File: config.mk
export PLATFORM = sky130hd
export DESIGN_NAME = branch_target_buffer_flat
export DESIGN_NICKNAME = d
export VERILOG_FILES = /design/src/rtl/branch_target_buffer_if.sv /design/src/rtl/branch_target_buffer.sv /design/src/flat_wrapper.sv
export SDC_FILE = /design/constraint.sdc
export NUM_CORES = 1
export LEC_CHECK = 0
export CORE_MARGIN = 3
export CORE_UTILIZATION = 60
export DETAILED_ROUTE_END_ITERATION = 10
export PLACE_DENSITY = 0.8
export SLEW_MARGIN = 20
export SYNTH_ARGS = -nofsm -noshare
export SYNTH_HDL_FRONTEND = slang
export SYNTH_SLANG_ARGS = --single-unit
File: constraint.sdc
create_clock -name i_clk -period 10.15 [get_ports i_clk]
set_clock_uncertainty 0.2 [all_clocks]
set_input_delay 3.045 -clock i_clk [delete_from_list [all_inputs] [get_ports i_clk]]
set_output_delay 3.045 -clock i_clk [all_outputs]
set_load 0.05 [all_outputs]
File: src/rtl/branch_target_buffer_if.sv
// Fetch-side lookup, resolution-side update and statistics bundle for the BTB.
interface branch_target_buffer_if;
  logic        lookup_valid;
  logic [31:0] pcF;
  logic        pred_taken;
  logic [31:0] pred_pc;
  logic        upd_valid;
  logic [31:0] upd_pc;
  logic        upd_taken;
  logic [31:0] upd_target;
  logic        upd_mispredict;
  logic [31:0] stat_lookups;
  logic [31:0] stat_hits;
  logic [31:0] stat_mispred;

  modport master (
    output lookup_valid, pcF, upd_valid, upd_pc, upd_taken, upd_target, upd_mispredict,
    input  pred_taken, pred_pc, stat_lookups, stat_hits, stat_mispred
  );

  modport slave (
    input  lookup_valid, pcF, upd_valid, upd_pc, upd_taken, upd_target, upd_mispredict,
    output pred_taken, pred_pc, stat_lookups, stat_hits, stat_mispred
  );
endinterface

File: src/rtl/branch_target_buffer.sv
// Direct-mapped branch target buffer with 2-bit saturating direction counters.
// Optional statistics counters are built when BTB_STATS_EN is defined.
module branch_target_buffer #(
  parameter int IDX_BITS = 4
) (
  input  logic                  i_clk,
  input  logic                  i_rst,
  branch_target_buffer_if.slave bus
);
  localparam int ENTRIES  = 1 << IDX_BITS;
  localparam int TAG_BITS = 30 - IDX_BITS;

  logic [ENTRIES-1:0]  r_valid;
  logic [TAG_BITS-1:0] r_tag    [ENTRIES];
  logic [31:0]         r_target [ENTRIES];
  logic [1:0]          r_ctr    [ENTRIES];

  logic [IDX_BITS-1:0] w_lk_idx;
  logic [TAG_BITS-1:0] w_lk_tag;
  logic                w_lk_hit;
  logic [IDX_BITS-1:0] w_up_idx;
  logic [TAG_BITS-1:0] w_up_tag;
  logic                w_up_hit;
  logic [1:0]          w_up_ctr;

  assign w_lk_idx = bus.pcF[IDX_BITS+1:2];
  assign w_lk_tag = bus.pcF[31:IDX_BITS+2];
  assign w_lk_hit = r_valid[w_lk_idx] && (r_tag[w_lk_idx] == w_lk_tag);

  assign bus.pred_taken = w_lk_hit && r_ctr[w_lk_idx][1];
  assign bus.pred_pc    = bus.pred_taken ? r_target[w_lk_idx] : (bus.pcF + 32'd4);

  assign w_up_idx = bus.upd_pc[IDX_BITS+1:2];
  assign w_up_tag = bus.upd_pc[31:IDX_BITS+2];
  assign w_up_hit = r_valid[w_up_idx] && (r_tag[w_up_idx] == w_up_tag);

  always_comb begin
    w_up_ctr = r_ctr[w_up_idx];
    if (bus.upd_taken) begin
      if (r_ctr[w_up_idx] != 2'b11) w_up_ctr = r_ctr[w_up_idx] + 2'b01;
    end else begin
      if (r_ctr[w_up_idx] != 2'b00) w_up_ctr = r_ctr[w_up_idx] - 2'b01;
    end
  end

  // Only valid bits are reset; tag/target/ctr are qualified by valid.
  always_ff @(posedge i_clk) begin
    if (i_rst) begin
      r_valid <= '0;
    end else if (bus.upd_valid) begin
      if (w_up_hit) begin
        r_ctr[w_up_idx] <= w_up_ctr;
        if (bus.upd_taken) r_target[w_up_idx] <= bus.upd_target;
      end else if (bus.upd_taken) begin
        r_valid[w_up_idx]  <= 1'b1;
        r_tag[w_up_idx]    <= w_up_tag;
        r_target[w_up_idx] <= bus.upd_target;
        r_ctr[w_up_idx]    <= 2'b10;
      end
    end
  end

`ifdef BTB_STATS_EN
  logic [31:0] r_stat_lookups;
  logic [31:0] r_stat_hits;
  logic [31:0] r_stat_mispred;
  logic        w_unused_bits;

  always_ff @(posedge i_clk) begin
    if (i_rst) begin
      r_stat_lookups <= '0;
      r_stat_hits    <= '0;
      r_stat_mispred <= '0;
    end else begin
      if (bus.lookup_valid)                   r_stat_lookups <= r_stat_lookups + 32'd1;
      if (bus.lookup_valid && w_lk_hit)       r_stat_hits    <= r_stat_hits + 32'd1;
      if (bus.upd_valid && bus.upd_mispredict) r_stat_mispred <= r_stat_mispred + 32'd1;
    end
  end

  assign bus.stat_lookups = r_stat_lookups;
  assign bus.stat_hits    = r_stat_hits;
  assign bus.stat_mispred = r_stat_mispred;
  assign w_unused_bits    = ^{bus.pcF[1:0], bus.upd_pc[1:0]};
`else
  logic w_unused_bits;

  assign bus.stat_lookups = 32'h0;
  assign bus.stat_hits    = 32'h0;
  assign bus.stat_mispred = 32'h0;
  assign w_unused_bits    = ^{bus.pcF[1:0], bus.upd_pc[1:0], bus.lookup_valid, bus.upd_mispredict};
`endif
endmodule

File: src/flat_wrapper.sv
// flat-port wrapper written by rule: the top's interface ports become plain ports
module branch_target_buffer_flat 
#(
  parameter int IDX_BITS = 4
)
  (i_clk, i_rst, bus_lookup_valid, bus_pcF, bus_upd_valid, bus_upd_pc, bus_upd_taken, bus_upd_target, bus_upd_mispredict, bus_pred_taken, bus_pred_pc, bus_stat_lookups, bus_stat_hits, bus_stat_mispred);
  branch_target_buffer_if bus_i ();
  input  logic i_clk;
  input  logic i_rst;
  input wire logic [$bits(bus_i.lookup_valid)-1:0] bus_lookup_valid;
  input wire logic [$bits(bus_i.pcF)-1:0] bus_pcF;
  input wire logic [$bits(bus_i.upd_valid)-1:0] bus_upd_valid;
  input wire logic [$bits(bus_i.upd_pc)-1:0] bus_upd_pc;
  input wire logic [$bits(bus_i.upd_taken)-1:0] bus_upd_taken;
  input wire logic [$bits(bus_i.upd_target)-1:0] bus_upd_target;
  input wire logic [$bits(bus_i.upd_mispredict)-1:0] bus_upd_mispredict;
  output wire logic [$bits(bus_i.pred_taken)-1:0] bus_pred_taken;
  output wire logic [$bits(bus_i.pred_pc)-1:0] bus_pred_pc;
  output wire logic [$bits(bus_i.stat_lookups)-1:0] bus_stat_lookups;
  output wire logic [$bits(bus_i.stat_hits)-1:0] bus_stat_hits;
  output wire logic [$bits(bus_i.stat_mispred)-1:0] bus_stat_mispred;
  assign bus_i.lookup_valid = bus_lookup_valid;
  assign bus_i.pcF = bus_pcF;
  assign bus_i.upd_valid = bus_upd_valid;
  assign bus_i.upd_pc = bus_upd_pc;
  assign bus_i.upd_taken = bus_upd_taken;
  assign bus_i.upd_target = bus_upd_target;
  assign bus_i.upd_mispredict = bus_upd_mispredict;
  assign bus_pred_taken = bus_i.pred_taken;
  assign bus_pred_pc = bus_i.pred_pc;
  assign bus_stat_lookups = bus_i.stat_lookups;
  assign bus_stat_hits = bus_i.stat_hits;
  assign bus_stat_mispred = bus_i.stat_mispred;
  branch_target_buffer #(.IDX_BITS(IDX_BITS)) u_core (.i_clk(i_clk), .i_rst(i_rst), .bus(bus_i));
endmodule
* Word-level counts from Yosys, hierarchy flattened *
Memories as Yosys holds them, arrays and structs flattened.
Index checks and enable logic that the tools add are counted.

word-level totals
  memory bits (writable) = 960
  register bits after elaboration = 16
  bits of input ports = 102
  memories = 3
  output and inout bits = 129
  logic and storage cells = 48

memories
  name             depth  bits a word  rd ports  clocked after memory_dff  write ports  line                        text
  u_core.r_target  16     32           1         0                         1            branch_target_buffer.sv:15  logic [31:0] r_target [ENTRIES];
  u_core.r_tag     16     26           2         0                         1            branch_target_buffer.sv:14  logic [TAG_BITS-1:0] r_tag [ENTRIES];
  u_core.r_ctr     16     2            2         0                         1            branch_target_buffer.sv:16  logic [1:0] r_ctr [ENTRIES];

operators by class
  bitwise operators = 4
  add/sub/neg operators = 3
  magnitude comparators = 3
  equal/unequal tests = 3
  mux-type cells = 25
  reductions and logical operators = 6

operators by type and width
  kind                                                        number
  2-to-1 mux 32 bit                                           2
  == test 26 bit                                              2
  adder 32 x 3 -> 32 bit, second input constant               1
  2-to-1 mux 1 bit                                            16
  OR 16 bit                                                   1
  less-than comparator 4 x 5 -> 1 bit, second input constant  2
  binary-select mux 1 bit (select 4 bit)                      2
  2-to-1 mux 2 bit                                            4
  demux 1 bit (select 4 bit)                                  1
  >= comparator 4 x 1 -> 1 bit, second input constant         1
  logical AND 1 bit                                           4
  AND reduction 3 bit                                         1
  adder 2 x 1 -> 2 bit, second input constant                 1
  inequality test 2 bit, second input constant                1
  OR 1 bit                                                    2
  nonzero test 2 bit                                          1
  subtractor 2 x 1 -> 2 bit, second input constant            1
  NOT 1 bit                                                   1

* Depth between registers and ports, before layout *
  depth in word-level cells = 8
  mapped depth = 15
  gate-level depth less buffers = 8

* Worst setup path after synthesis *
Ideal clock, no wire load.

  path type = input port to output port
  start = input port bus_pcF[5]
  end = output port bus_pred_pc[2]
  required time = 6.905 ns
  path buffers = 5
  stages = 11
  arrival = 6.186 ns
  path slack = 0.719 ns
  cell sequence = buf_2 > buf_2 > buf_2 > buf_1 > mux4_2 > xnor2_1 > inv_1 > a2111oi_4 > nand4_4 > buf_6 > mux2i_1

on the way
  longest elaborated chain between the ends = 5
  elaborated cells between the ends (all ways) = 9

RTL lines
  what                                                                                 line                        text
  start: declaration                                                                   flat_wrapper.sv:11          input wire logic [$bits(bus_i.pcF)-1:0] bus_pcF;
  memory read (16 x 26 bit) or binary-select mux 1 bit (select 4 bit) (tied branches)  -
  == test 26 bit or 2-to-1 mux 1 bit (tied branches)                                   branch_target_buffer.sv:28  assign w_lk_hit = r_valid[w_lk_idx] && (r_tag[w_lk_idx] == w_lk_tag);
  logical AND 1 bit                                                                    branch_target_buffer.sv:28
  logical AND 1 bit                                                                    branch_target_buffer.sv:30  assign bus.pred_taken = w_lk_hit && r_ctr[w_lk_idx][1];
  2-to-1 mux 32 bit *                                                                  branch_target_buffer.sv:31  assign bus.pred_pc = bus.pred_taken ? r_target[w_lk_idx] : (bus.pcF + 32'd4);
  end: declaration                                                                     flat_wrapper.sv:18          output wire logic [$bits(bus_i.pred_pc)-1:0] bus_pred_pc;

Every way passes the cells marked *; elsewhere a longest branch is shown, timed or not. The select of a mux whose other input is x is not followed.

* Worst setup path in the final report *
  start = input port bus_pcF[2]
  end = output port bus_pred_pc[2]

Same word-level chain as after synthesis.

==> results.md <==
- Outcome: completed
- Worst hold slack: 0.317 ns
- Top FF cell, synth: edfxtp_1
- Placed Area: 46000 µm²
- Port bufs: 130
- Initial core utilization: 60.8%
- Seq/Total Area, Yosys: 66.7%
- R2R Setup Slk: approximately 5.4 ns
- Hold Buf Count CTS: 0
- Post-Syn Instances: 2278
- Buffers & Inverters on Critical Path: 5
- Clock power share: 39.8%
- Max Cap Viol: 0
- Tcrit/Tclk final: 97.1%
- Met3 GRT Util: approximately 10%
- TritonCTS clock tree: yes
- Design Power: 8.70 mW
- Combinational power share: 8.8%
- Avg Cell Area, Syn: 19.2 µm²
- Row count: slightly below 100
- Die height: between 200 and 300 µm
- Drt first-iter violations: between 3000 and 4000
- Worst setup EP type: output pin
- Setup_tns: 0 ns
- Post-route ant nets: 0
- Setup Buffers After CTS: 0
- DRC violations left: 0
- Worst Max-Slew Pin Slew: 1.13 ns
- Die W: approximately 280 µm
- Fmax: 101 MHz
- Yosys cell types: 72
- Share of cells above drive strength 1: 27.4%
- Lkg Pwr: 16.0 nW
- Post-Place Setup Slack: just under 0.3 ns
- Startpoint types: input port
- Critical path fanouts, max: 35
- I/O pins: ~230
- CTS buffer count: 97
- Internal power: 6.68 mW
- Drt via density: 7.10
- Final wirelength: 123 mm
- Vias in the first global route: roughly 25000
- CTS root buffer: clkbuf_16
- Hold WC Path Type: flop to flop
- Die ar.: 76100 µm²
- Switching share of power: 23.2%
- Largest net degree at the start of global routing: 130
- WP data required: approximately 6.9 ns
- Register share of total power: 51.3%
- GR Layer Usage met1: 43.0%
- Max VDD drop: around 0.20 mV
- Share of synthesized registers carrying an async set or reset: 0%
- RePlAce Congestion: 0.972
- Headroom to the max-slew limit: 24.0%
- Cell Chain, Critical Path: buf_8 > buf_4 > buf_4 > o21ai_0 > o21ai_0 > nand2_1 > a221oi_1 > nor4_4 > nand4_4 > buf_12 > mux2i_1 > buf_12
- Yosys Warn Count: 0
- Power per cell area: 177 nW/µm²
- # clock sinks: 976
- RSZ-0062 raised after global routing: no
- Overall routing resource usage: 32.9%
- Placed cell count: around 3300
- Min Tclk post-route: 9.86 ns
- Syn-to-layout area delta: 12.2%
- Most used routing layer: met2
- Max H-tree Level: 3
- GRT overflow: 0
- First-pass GRT wire length: 177 mm
- Crit-path slowest cell: a221oi_1
- Avg WL per Cell: 35.2 µm
- Net load switching power: 2.02 mW
- Final nets: 2561
- Clock slew at reported path FFs: 0.06 ns
- Post-synth EDFFs: 960
- Quantity of gates resized following cts: 0
- Fin. Hold Viols: 0
- Met2 Use GR: 50.6%
- Vias post-DR: 24735
- Clk buf depth: 3
- Crit path DAT: 6.61 ns
- Post-route design area: 49000 µm²
- Top cell family by delay on the critical path: buffers and inverters
- Initial antenna violation count: 16
- Final count of pins violating max slew: 0
- Register bit total from synthesis: 976
- Core footprint: 71900 µm²
- Post-Layout Cell Count: 3485
- Fin worst setup slack: around 0.29 ns
- Post-synthesis cell area: 43700 µm²
- Clock latency on the worst-skew pair: 0.68 ns
- CP Class: input port to output pin
- Setup Viol. Count Final: 0
- Max incr delay on CP: 0.64 ns
- HPWL after DPL: 70.6 mm
- Drt pass-1 iters: 5
- Core Util, Final: approximately 68%
-- routing by layer --
layer  vias to the layer above  wire, µm  share of wire (%)
met5                         -       103              0.084
met4                        16      6970                5.7
met3                       432     15000                 12
met2                      1911     58500                 48
met1                     12756     42300                 34
li1                       9620         -                  -
-- worst reg2reg max path: stages, from the launching register on --
cell and delay, ns:
edfxtp_1 0.40, mux4_2 0.49, mux4_2 0.48, xor2_1 0.57, a2111oi_2 0.18, and4_1 0.53, nor3_2 1.04, buf_4 0.53
-- cells in the mapped netlist, types with 6 or more instances --
| library cell | instances | area share, % |
|---|---|---|
| a221oi_1 | 14 | 0.28 |
| a22oi_1 | 23 | 0.39 |
| o22ai_1 | 12 | 0.17 |
| mux2i_1 | 116 | 2.7 |
| edfxtp_1 | 960 | 66 |
| nand4_1 | 11 | 0.16 |
| xnor2_1 | 64 | 1.3 |
| a21oi_1 | 34 | 0.39 |
| a22o_1 | 24 | 0.48 |
| and2_1 | 8 | 0.11 |
| and3_1 | 10 | 0.14 |
| nand3_1 | 31 | 0.35 |
| nand2_1 | 74 | 0.64 |
| mux2_2 | 18 | 0.46 |
| nor2_1 | 59 | 0.51 |
| mux2_4 | 29 | 1.0 |
| clkbuf_1 | 42 | 0.36 |
| xor2_1 | 20 | 0.40 |
| buf_4 | 113 | 1.9 |
| o211ai_1 | 6 | 0.10 |
| dfxtp_1 | 16 | 0.73 |
| mux4_2 | 341 | 18 |
| inv_1 | 24 | 0.21 |
| o21ai_0 | 26 | 0.30 |
| nor4_1 | 7 | 0.10 |
| nor3_1 | 24 | 0.27 |
| nand2b_1 | 6 | 0.086 |
| nor2b_1 | 11 | 0.16 |
| buf_1 | 15 | 0.13 |
| buf_2 | 51 | 0.58 |
| a31oi_1 | 7 | 0.10 |
| buf_6 | 11 | 0.28 |
-- cell type report --
class                           count  area (µm²)
Clock inverter                     53         531
Tap cell                          950        1190
Clock buffer                      114        2500
Timing Repair Buffer              221        2010
Antenna cell                        9        22.5
Fill cell                        4461       22800
Multi-Input combinational cell   1136       13500
Sequential cell                   976       29100
Inverter                           26        97.6
-- power groups by stage --
stage	registers [mW]	logic, mW	clock network, mW
2_1_floorplan	4.55	0.519	0
5_1_grt	4.47	0.804	3.66
6_report	4.47	0.768	3.47
3_3_place_gp	4.55	0.737	0
3_5_place_dp	4.55	0.750	0
4_1_cts	4.47	0.758	3.51
-- state kept, by name, summed over array words and instances, names as in the netlist --
signal / count
u_core.r_target: 512
u_core.r_valid: 16
u_core.r_tag: 416
u_core.r_ctr: 32
-- path summary, 6_finish.rpt --
| check | endpoint | cells after the start | start |
|---|---|---|---|
| hold / removal | u_core.r_valid[5] | 1 | u_core.r_valid[5] |
| setup reg to reg | u_core.r_tag[2][3] | 7 | u_core.r_tag[11][7] |
| hold reg to reg | u_core.r_valid[5] | 1 | u_core.r_valid[5] |
| setup / recovery | bus_pred_pc[2] | 12 | bus_pcF[2] |
-- cells in the final DEF (no fill, tap or decap), types with 9 or more instances in the layout --
master / instances
clkbuf_1: 16
conb_1: 96
xor2_1: 20
nor2b_1: 11
nor2_1: 43
inv_1: 24
and3_1: 10
mux2_2: 18
diode_2: 9
clkinv_2: 16
a221oi_1: 14
o21ai_0: 26
mux4_2: 341
a21oi_1: 33
nand3_1: 31
mux2i_1: 116
xnor2_1: 64
clkdlybuf4s50_1: 90
nand2_1: 74
nand4_1: 11
mux2_4: 29
nor2_4: 16
edfxtp_1: 960
a22o_1: 24
dfxtp_1: 16
clkinv_1: 23
o22ai_1: 12
nor3_2: 16
a22oi_1: 23
buf_4: 119
clkbuf_16: 97
-- cell families (layout without fill, tap and decap cells) --
group	count (synthesis)	count (layout)	synth area share [%]
compound gates	180	180	2.98
xor+xnor	84	84	1.68
fa+ha+maj	3	3	0.0744
buf+inv	261	414	3.62
flops	976	976	66.7
mux	508	508	21.9
other cells	1	105	0.00858
simple gates	265	265	3.05
Note: power is estimated with default switching activity, not from simulation.
